`config.mk`:
```
export PLATFORM = sky130hd
export DESIGN_NAME = amplitude_rms_meter
export DESIGN_NICKNAME = d
export VERILOG_FILES = /design/src/rtl/amplitude_rms_meter.sv
export SDC_FILE = /design/constraint.sdc
export NUM_CORES = 1
export LEC_CHECK = 0
export CORE_MARGIN = 1
export CORE_UTILIZATION = 30
export DETAILED_ROUTE_END_ITERATION = 16
export GPL_ROUTABILITY_DRIVEN = 0
export HOLD_SLACK_MARGIN = 0.02
export PLACE_DENSITY = 0.43
export SETUP_SLACK_MARGIN = 0.05
export SYNTH_ARGS = -nofsm -noshare
export SYNTH_HDL_FRONTEND = slang
export SYNTH_SLANG_ARGS = --single-unit
```
`constraint.sdc`:
```
create_clock -name clk -period 6.9 [get_ports clk]
set_clock_uncertainty 0.15 [all_clocks]
set_input_delay 1.38 -clock clk [delete_from_list [all_inputs] [get_ports clk]]
set_output_delay 1.38 -clock clk [all_outputs]
set_load 0.02 [all_outputs]
```
`src/rtl/amplitude_rms_meter.sv`:
```
// Windowed peak-to-peak and integer AC RMS meter for an unsigned ADC stream.
// Optional feature: define AMP_RMS_AUTOZERO_EN to reference deviation to the window mean.
module amplitude_rms_meter #(
  parameter int SAMPLE_W = 12,
  parameter int LOG2_WIN = 10,
  parameter int MIDSCALE = 2048
) (
  input  logic                clk,
  input  logic                rst_n,
  input  logic                sample_valid,
  input  logic [SAMPLE_W-1:0] sample,
  output logic [31:0]         amplitude,
  output logic [31:0]         rms,
  output logic                result_valid,
  output logic                busy
);

  localparam int SQ_W  = 2 * SAMPLE_W;
  localparam int ACC_W = SQ_W + LOG2_WIN;
  localparam int REM_W = SAMPLE_W + 2;
  localparam int CNT_W = $clog2(SAMPLE_W + 1);

  typedef enum logic [2:0] {IDLE, DIVIDE, DIVIDE2, SQRT, DONE} state_t;

  logic [LOG2_WIN-1:0] cnt_q;
  logic [SAMPLE_W-1:0] max_q, min_q, max_next, min_next;
  logic [ACC_W-1:0]    sumsq_q, sumsq_next;
  logic [SAMPLE_W-1:0] amp_snap_q;
  logic [SQ_W-1:0]     msq_snap_q;
  logic                win_close;

`ifdef AMP_RMS_AUTOZERO_EN
  localparam int SX_W = SAMPLE_W + LOG2_WIN;
  logic [SX_W-1:0]     sumx_q, sumx_next;
  logic [SAMPLE_W-1:0] mean_snap_q, mean_q;
  logic [SQ_W-1:0]     sq_w, sq, mean_w, mean_sq;
`else
  localparam logic [SAMPLE_W:0] MID_C = (SAMPLE_W + 1)'(MIDSCALE);
  logic signed [SAMPLE_W:0] dev;
  logic [SAMPLE_W:0]        mag;
  logic [SQ_W+1:0]          mag_w, sq;
`endif

  always_comb begin
    win_close = sample_valid && (cnt_q == '1);
    max_next  = (sample > max_q) ? sample : max_q;
    min_next  = (sample < min_q) ? sample : min_q;
`ifdef AMP_RMS_AUTOZERO_EN
    sq_w       = SQ_W'(sample);
    sq         = sq_w * sq_w;
    sumx_next  = sumx_q + SX_W'(sample);
    mean_w     = SQ_W'(mean_q);
    mean_sq    = mean_w * mean_w;
`else
    dev   = $signed({1'b0, sample}) - $signed(MID_C);
    mag   = dev[SAMPLE_W] ? unsigned'(-dev) : unsigned'(dev);
    mag_w = (SQ_W + 2)'(mag);
    sq    = mag_w * mag_w;
`endif
    sumsq_next = sumsq_q + ACC_W'(sq);
  end

  // Snapshots keep only the bits above LOG2_WIN, so the divide is a plain register load.
  always_ff @(posedge clk or negedge rst_n) begin
    if (!rst_n) begin
      cnt_q       <= '0;
      max_q       <= '0;
      min_q       <= '1;
      sumsq_q     <= '0;
      amp_snap_q  <= '0;
      msq_snap_q  <= '0;
`ifdef AMP_RMS_AUTOZERO_EN
      sumx_q      <= '0;
      mean_snap_q <= '0;
`endif
    end else if (sample_valid) begin
      cnt_q <= cnt_q + LOG2_WIN'(1);
      if (win_close) begin
        max_q       <= '0;
        min_q       <= '1;
        sumsq_q     <= '0;
        amp_snap_q  <= max_next - min_next;
        msq_snap_q  <= sumsq_next[ACC_W-1:LOG2_WIN];
`ifdef AMP_RMS_AUTOZERO_EN
        sumx_q      <= '0;
        mean_snap_q <= sumx_next[SX_W-1:LOG2_WIN];
`endif
      end else begin
        max_q   <= max_next;
        min_q   <= min_next;
        sumsq_q <= sumsq_next;
`ifdef AMP_RMS_AUTOZERO_EN
        sumx_q  <= sumx_next;
`endif
      end
    end
  end

  state_t              state_q;
  logic [SQ_W-1:0]     rad_q;
  logic [REM_W-1:0]    rem_q, rem_step;
  logic [SAMPLE_W-1:0] root_q, root_step;
  logic [CNT_W-1:0]    bit_q;
  logic [REM_W+1:0]    rem_sh, trial;
  logic                take;
  logic [31:0]         amp_q, rms_q;
  logic                valid_q, busy_q;

  // One restoring step: bring down two radicand bits, try subtracting 4*root+1.
  always_comb begin
    rem_sh    = {rem_q, rad_q[SQ_W-1 -: 2]};
    trial     = (REM_W + 2)'({root_q, 2'b01});
    take      = (rem_sh >= trial);
    rem_step  = take ? REM_W'(rem_sh - trial) : REM_W'(rem_sh);
    root_step = {root_q[SAMPLE_W-2:0], take};
  end

  always_ff @(posedge clk or negedge rst_n) begin
    if (!rst_n) begin
      state_q <= IDLE;
      rad_q   <= '0;
      rem_q   <= '0;
      root_q  <= '0;
      bit_q   <= '0;
      amp_q   <= '0;
      rms_q   <= '0;
      valid_q <= 1'b0;
      busy_q  <= 1'b0;
`ifdef AMP_RMS_AUTOZERO_EN
      mean_q  <= '0;
`endif
    end else begin
      valid_q <= 1'b0;
      case (state_q)
        IDLE: begin
          if (win_close) begin
            state_q <= DIVIDE;
            busy_q  <= 1'b1;
          end
        end
`ifdef AMP_RMS_AUTOZERO_EN
        DIVIDE: begin
          mean_q  <= mean_snap_q;
          state_q <= DIVIDE2;
        end
        DIVIDE2: begin
          rad_q   <= (msq_snap_q >= mean_sq) ? (msq_snap_q - mean_sq) : '0;
          rem_q   <= '0;
          root_q  <= '0;
          bit_q   <= CNT_W'(SAMPLE_W);
          state_q <= SQRT;
        end
`else
        DIVIDE: begin
          rad_q   <= msq_snap_q;
          rem_q   <= '0;
          root_q  <= '0;
          bit_q   <= CNT_W'(SAMPLE_W);
          state_q <= SQRT;
        end
`endif
        SQRT: begin
          rad_q  <= rad_q << 2;
          rem_q  <= rem_step;
          root_q <= root_step;
          bit_q  <= bit_q - CNT_W'(1);
          if (bit_q == CNT_W'(1)) begin
            state_q <= DONE;
            busy_q  <= 1'b0;
          end
        end
        DONE: begin
          amp_q   <= 32'(amp_snap_q);
          rms_q   <= 32'(root_q);
          valid_q <= 1'b1;
          state_q <= IDLE;
        end
        default: begin
          state_q <= IDLE;
          busy_q  <= 1'b0;
        end
      endcase
    end
  end

  assign amplitude    = amp_q;
  assign rms          = rms_q;
  assign result_valid = valid_q;
  assign busy         = busy_q;

endmodule

```
Word level (Yosys, flattened, before mapping)
Cells that the tools add are included.
{ "word_totals": {"reg_bits": 187, "latchBits": 0, "ram_bits": 0, "rom_bits": 0, "word_cells": 59, "n_memories": 0} }
{ "op_classes": {"addsub": 7, "multipliers": 1, "div_mod_pow": 0, "order_cmp": 3, "eq_ne": 7, "n_shift": 0, "n_mux": 18, "bitwise": 1, "n_reduce_logical": 7} }
{ "op_table": {"columns": ["operator", "n"], "rows": [
  ["12-bit 2-to-1 mux", 4],
  ["24-bit case mux with 2 select lines", 1],
  ["34-bit by 26-bit adder with 34-bit output", 1],
  ["34-bit 2-to-1 mux", 1],
  ["14-bit case mux with 2 select lines", 1],
  ["13-bit by 13-bit multiplier with 26-bit output", 1],
  ["12-bit case mux with 2 select lines", 1],
  ["16-bit by 14-bit greater-or-equal comparator with 1-bit output", 1],
  ["14-bit 2-to-1 mux", 1],
  ["14-bit subtractor", 1],
  ["13-bit 2-to-1 mux", 1],
  ["13-bit negation", 1],
  ["12-bit by 12-bit subtractor with 13-bit output, second input constant", 1],
  ["12-bit > comparator", 1],
  ["12-bit less-than comparator", 1],
  ["12-bit subtractor", 1],
  ["10-bit by 1-bit adder with 10-bit output, second input constant", 1],
  ["10-bit == test, second input constant", 1],
  ["3-bit case mux with 3 select lines", 1],
  ["4-bit case mux with 2 select lines", 1],
  ["3-bit 2-to-1 mux", 2],
  ["4-bit by 1-bit == test with 1-bit output, second input constant", 1],
  ["2-bit inequality test, second input constant", 2],
  ["2-bit AND reduction", 2],
  ["12 further kinds", 14]
]} }

Longest topological paths before layout
Gate-level depths: netlist of run 1.
{ "logic_depth": {"word_depth": 6, "ltp_mapped": 31, "ltp_nobuf": 28} }

Least setup slack after synthesis of run 1
No wires, ideal clock.
{ "synth_path": {"path_kind": "input-to-reg", "start": "input port sample[0]", "end": "register msq_snap_q[16]", "setup_ps": 125, "t_arrival_ps": 8234, "required_ps": 6625, "setup_slack_ps": -1609, "stages": 27, "path_cell_list": "clkbuf_1 clkinv_1 ha_1 nand2_1 nor2_1 nor2_1 xor2_1 clkbuf_1 nand2_1 fa_1 inv_1 fa_1 fa_1 fa_1 fa_1 inv_1 fa_1 inv_1 ha_1 a21o_1 nand2_1 and2_1 a2111o_1 and2_4 o311ai_4 xor2_1 mux2_2"} }
{ "synth_between": {"elab_chain_cells": 5} }
{ "synth_lines": {"columns": ["element", "line_no", "rtl"], "rows": [
  ["from (decl)", "11", "input logic [SAMPLE_W-1:0] sample,"],
  ["12-bit by 12-bit subtractor with 13-bit output *", "55", "dev = $signed({1'b0, sample}) - $signed(MID_C);"],
  ["13-bit negation", "56", "mag = dev[SAMPLE_W] ? unsigned'(-dev) : unsigned'(dev);"],
  ["13-bit 2-to-1 mux *", "56", null],
  ["13-bit by 13-bit multiplier with 26-bit output *", "58", "sq = mag_w * mag_w;"],
  ["34-bit by 26-bit adder with 34-bit output *", "60", "sumsq_next = sumsq_q + ACC_W'(sq);"],
  ["to (signal assigned)", "83", "msq_snap_q <= sumsq_next[ACC_W-1:LOG2_WIN];"],
  ["to (decl)", "29", "logic [SQ_W-1:0] msq_snap_q;"]
]} }
Mark *: on every way between the ends. The rest lies on a longest branch, timed or not.
A chain may end at the register's enable or synchronous reset.

Final worst setup path of run 1
{ "layout_path": {"start": "input port sample[5]", "end": "register msq_snap_q[16]"} }
The elaborated chain is that of the path after synthesis.

==> impl_metrics.tcl, run 1 <==
set metrics [dict create \
    final_common_cell "inv_1" \
    grt_pass1_vias 12220 \
    slowest_stage "fa_2" \
    drv_cap 0 \
    synth_edf_count 0 \
    violations "negative setup slack" \
    htree_levels 4 \
    critPathKind "in -> reg" \
    required_ns 7.09 \
    fillCellCount 5179 \
    drtIter0Drc 502 \
    die_w_um 229.5 \
    fp.dieH_um 229.5 \
    ant_nets 0 \
    hold_end "cnt_q[8]" \
    yosysTopAreaCell "dfrtp_1" \
    cp.arrival_ns 7.73 \
    cts_root_buf "clkbuf_16" \
    worstReg2RegEnd "amp_snap_q[9]" \
    async_flop_share 1.000 \
    crit_path_start_kind "input port" \
    hpwl_um 30440 \
    synth_area_um2 15530 \
    yosysTopAreaCellShare 0.2821 \
    core-area_um2 51200 \
    final_max_slew_viol_count 0 \
    post_synth_num_cell_types 68 \
    hp-start "cnt_q[8]" \
    hold_viol 0 \
    setup_viol 44 \
    status "complete, but fails checks" \
    antenna_cells 0 \
    rsz0062_at_grt "yes" \
    ioPinCount 81 \
    grt_use_total 0.1575 \
    wl_per_cell_um 15.46 \
    timing.hold.ws_ns 0.3247 \
    die-area_um2 52670 \
    nets 2179 \
    holdPathStages 1 \
    row_count 83 \
    setup_tns_ns -17.01 \
    areaGrowthSynthToFinish_pct 28.77 \
    grt_max_degree 92 \
    fmax_ghz 0.1326 \
    period_share 1.093 \
    wirelength_um 40310 \
    synth_area_leaders "dfrtp_1 28%, fa_1 15%, ha_1 11%" \
    seq_area_frac_synth 0.3024 \
    hold_path.class "reg -> reg" \
    start_util 0.3033 \
    vias 11920 \
    critPathCaptureType "register" \
    reg2reg_depth 19 \
    clk_path_buf_depth 2 \
    drtPass1Iterations 4 \
    cts_buffers 17 \
    reg2reg_slack_ns 2.42 \
    place_ws_ns -1.684 \
    post_route_cells_drive_above_1_share 0.2532 \
    post-route-drc-count 0 \
    crit_fanout 6 \
    r2r-start "max_q[11]" \
    grt_pass1_wl_um 65580 \
    finalCriticalPeriod_ns 7.540 \
    slew-limit-headroom 0.1879 \
    port_buffers 40 \
    timing.final.ws_setup_ns -0.6397 \
    antenna_found_initial 0 \
    cts_tree "yes" \
    viasPerCell 4.573 \
    grt_remaining_overflow 0 \
    worst_slew_pin_slew_ns 1.210 \
    slowest_delay_ns 0.57 \
    ys.flop_type "dfrtp_1" \
    ys.warnings.count 0 \
    cts.clk_slew.worst_paths_ns 0.07 \
    layout_common_cells "248 x inv_1, 174 x dfrtp_1, 170 x buf_4, 169 x nand2_1, 116 x ha_1" \
    synthCells 1691 \
    synth_seq_cells 187 \
    numClockSinks 187 \
    avgSynthCellArea_um2 9.182 \
    clock_latency_ns 0.46 \
]
cell usage after synthesis, types with 5 or more instances:
master,instances
a21o_1,20
a21oi_1,66
a22o_1,17
a31oi_1,10
and2_1,18
and3_1,19
buf_1,8
buf_2,5
buf_4,41
clkbuf_1,57
dfrtp_1,175
dfstp_2,12
fa_1,117
ha_1,133
inv_1,264
mux2_2,29
mux2i_1,36
nand2_1,193
nand2b_1,6
nand3_1,33
nand4_1,13
nor2_1,69
nor2b_1,13
nor3_1,19
o21a_1,6
o21ai_0,136
o22ai_1,13
o2bb2ai_1,8
o31ai_1,8
or3_1,8
xnor2_1,45
xor2_1,26
worst max-delay path, delay by kind of cell:
kind	cells	cell delay, ns
muxes	1	0.26
AOI/OAI and AO/OA	4	0.91
buffers and inverters	7	0.73
xor gates and xnor gates	2	0.32
and+or+nand+nor	5	0.74
adders and majority gates	7	3.38
metal layers:
metal  vias to the layer above  GRT usage  share of wire
li1                       5894          -              -
met1                      5898     0.2218           0.49
met2                       102     0.2567           0.48
met3                        27    0.01793          0.018
met4                         0    0.03708          0.012
met5                         -          0              0
state kept, by name (all words and copies together), names as in the netlist:
name	cells
rms	12
min_q	12
result_valid	1
amp_snap_q	12
max_q	12
root_q	12
msq_snap_q	24
amplitude	12
cnt_q	10
rad_q	24
bit_q	4
rem_q	14
sumsq_q	34
state_q	3
busy	1
repair_timing:
action	4_1_cts	5_1_grt
pin swaps	104	47
hold buffers	0	0
gates resized for setup	160	79
buffers inserted	34	15
gates cloned	1	0
endpoints found under the setup margin	49	46
cell families after synthesis:
group / synth area share
buffers and inverters: 0.1015
AO/OA/AOI/OAI: 0.1365
AND/OR/NAND/NOR: 0.1169
other: 0.0004837
adder cells (fa/ha/maj): 0.2580
multiplexers: 0.04424
flip-flops: 0.3024
XOR/XNOR: 0.04005
final cells by class:
cell class              instances  area, µm²  area share
repair buffers                244       2098      0.1050
well taps                     680      850.8     0.04256
inverters                     266       1013     0.05069
flip-flops and latches        187       4696      0.2349
clock inverters                15      157.7    0.007885
multi-input cells            1198      10750      0.5378
clock buffers                  17      425.4     0.02128
through the flow:
| stage | std cells | cell area (µm²) | util |
|---|---|---|---|
| final | 2607 | 19990 | 0.3905 |
| after global routing | 2607 | 19990 | 0.3905 |
| after CTS | 2599 | 19610 | 0.3829 |
| after detailed placement | 2534 | 18180 | 0.3551 |
| after global placement | 2534 | 18180 | 0.3551 |
| after floorplan | 1762 | 16350 | - |
worst max-delay path by stage:
stage | slack (ns) | startpoint | end
after floorplan | -1.02 | sample[3] | msq_snap_q[16]
after global placement | -1.70 | sample[0] | msq_snap_q[16]
after detailed placement | -1.68 | sample[1] | msq_snap_q[16]
after CTS | -0.56 | sample[4] | msq_snap_q[16]
after global routing | -0.82 | sample[5] | msq_snap_q[16]
final | -0.64 | sample[5] | msq_snap_q[16]
Power of run 1 is not shown: default switching activity piles up to over one toggle a cycle in this logic, so the estimate is an artifact.
==> inputs of run 2 (changes only) <==
Settings changed: CAP_MARGIN set to 20.
==> run 2 against run 1 <==
  * The flow still finishes with violations (negative setup slack)
  * Cell count about the same
  * Global-route usage is essentially flat
  * Sequential share of layout area rose by 0.081 points
  * Final area fell by 0.34%
  * Count of clock-buffer cells in the layout unchanged
  * Via count decreased by 0.38%
  * Critical path depth grew 4
==> impl_metrics.tcl, run 2 (same netlist as run 1, synthesis figures left out) <==
set metrics [dict create \
    hold_viol 0 \
    violations "negative setup slack" \
    fin_cells 2608 \
    post_route_cells_drive_above_1_share 0.2449 \
    die-area_um2 52670 \
    antenna_found_initial 1 \
    critPathKind "in -> reg" \
    critPathCaptureType "register" \
    start_util 0.3033 \
    crit_fanout 5 \
    clk_path_buf_depth 2 \
    hold_path.class "reg -> reg" \
    regMostFlops "sumsq_q" \
    wirelength_um 39950 \
    drtPass1Iterations 5 \
    grt_remaining_overflow 0 \
    clock_latency_ns 0.47 \
    r2r-start "max_q[11]" \
    grt_use_total 0.1570 \
    drv_cap 0 \
    largest_reg_flops 34 \
    row_count 83 \
    cts_tree "yes" \
    post-route-drc-count 0 \
    vias 11880 \
    ioPinCount 81 \
    rsz0062_at_grt "yes" \
    holdPathStages 1 \
    cts_buffers 17 \
    cp.arrival_ns 7.71 \
    final_max_slew_viol_count 0 \
    hpwl_um 30470 \
    status "complete, but fails checks" \
    hold_buffers 0 \
    fillCellCount 5190 \
    drtIter0Drc 507 \
    reg2reg_slack_ns 2.41 \
    fp.dieH_um 229.5 \
    reg2reg_depth 19 \
    die_w_um 229.5 \
    slew-limit-headroom 0.3498 \
    port_buffers 40 \
    wl_per_cell_um 15.32 \
    required_ns 7.08 \
    ant_nets 0 \
    largestRegisters "sumsq_q x34, msq_snap_q x24, rad_q x24" \
    grt_pass1_vias 12200 \
    grt_pass1_wl_um 65200 \
    cts.clk_slew.worst_paths_ns 0.07 \
    slowest_delay_ns 0.56 \
    finalCriticalPeriod_ns 7.529 \
    grt_max_degree 92 \
    final_common_cell "inv_1" \
    nets 2179 \
    core-area_um2 51200 \
    cts_root_buf "clkbuf_16" \
    crit_end "msq_snap_q[21]" \
    period_share 1.091 \
    crit_path_start "sample[5]" \
    crit_path_start_kind "input port" \
    dp.cells 2535 \
    htree_levels 4 \
    slowest_stage "fa_2" \
    fmax_ghz 0.1328 \
    worst_slew_pin_slew_ns 0.9753 \
    worstReg2RegEnd "amp_snap_q[9]" \
    layout_common_cells "245 x inv_1, 176 x nand2_1, 174 x dfrtp_1, 168 x buf_4, 118 x ha_1" \
    areaGrowthSynthToFinish_pct 28.33 \
    viasPerCell 4.554 \
    numClockSinks 187 \
    timing.final.ws_setup_ns -0.6286 \
    setup_viol 44 \
]
-- run 2: final cells by class --
class	count	area [µm²]	share of cell area
repair buffers	244	2108	0.1058
clock buffers	17	425.4	0.02135
well taps	680	850.8	0.04270
flip-flops and latches	187	4696	0.2357
multi-input cells	1198	10680	0.5359
inverters	266	1013	0.05087
clock inverters	15	150.1	0.007536
diodes	1	2.502	0.0001256
-- run 2: layer usage --
layer | global-route usage | vias up | wire length, µm
met2 | 0.2571 | 93 | 19390
met3 | 0.01743 | 28 | 647
met1 | 0.2180 | 5856 | 19390
li1 | - | 5899 | -
met4 | 0.04354 | 0 | 520
met5 | 0 | - | 0
-- run 2: worst min-delay path by stage --
stage                        from            end
floorplan                cnt_q[8]       cnt_q[8]
global placement    amp_snap_q[1]  amp_snap_q[1]
detailed placement       cnt_q[8]       cnt_q[8]
CTS                      cnt_q[8]       cnt_q[8]
global route             cnt_q[8]       cnt_q[8]
finish                   cnt_q[8]       cnt_q[8]
-- run 2: critical path, delay by kind of cell --
kind / cells / cell delay, ns
simple gates: 6 / 0.79
buf+inv: 8 / 0.79
compound gates: 7 / 1.24
xor+xnor: 2 / 0.28
fa+ha+maj: 7 / 3.22
-- run 2: per-stage QoR --
step	TNS, ns	hold WS, ns	instance area [µm²]	util	setup WS (ns)
after floorplan	-22.75	0.2880	16350	-	-1.019
after global placement	-65.45	0.3083	18180	0.3551	-1.697
after detailed placement	-65.82	0.3072	18190	0.3554	-1.702
after CTS	-17.70	0.3218	19350	0.3779	-0.6150
after global routing	-28.08	0.3483	19920	0.3892	-0.8356
final	-18.78	0.3146	19920	0.3892	-0.6286
-- run 2: repair_timing --
action | CTS | global route
cloned | 0 | 0
gates resized for setup | 118 | 103
pin swaps | 60 | 86
setup endpoints to repair | 49 | 48
buffers inserted | 23 | 23
hold endpoints to repair | 0 | 0
Power of run 2 is left out for the same reason.
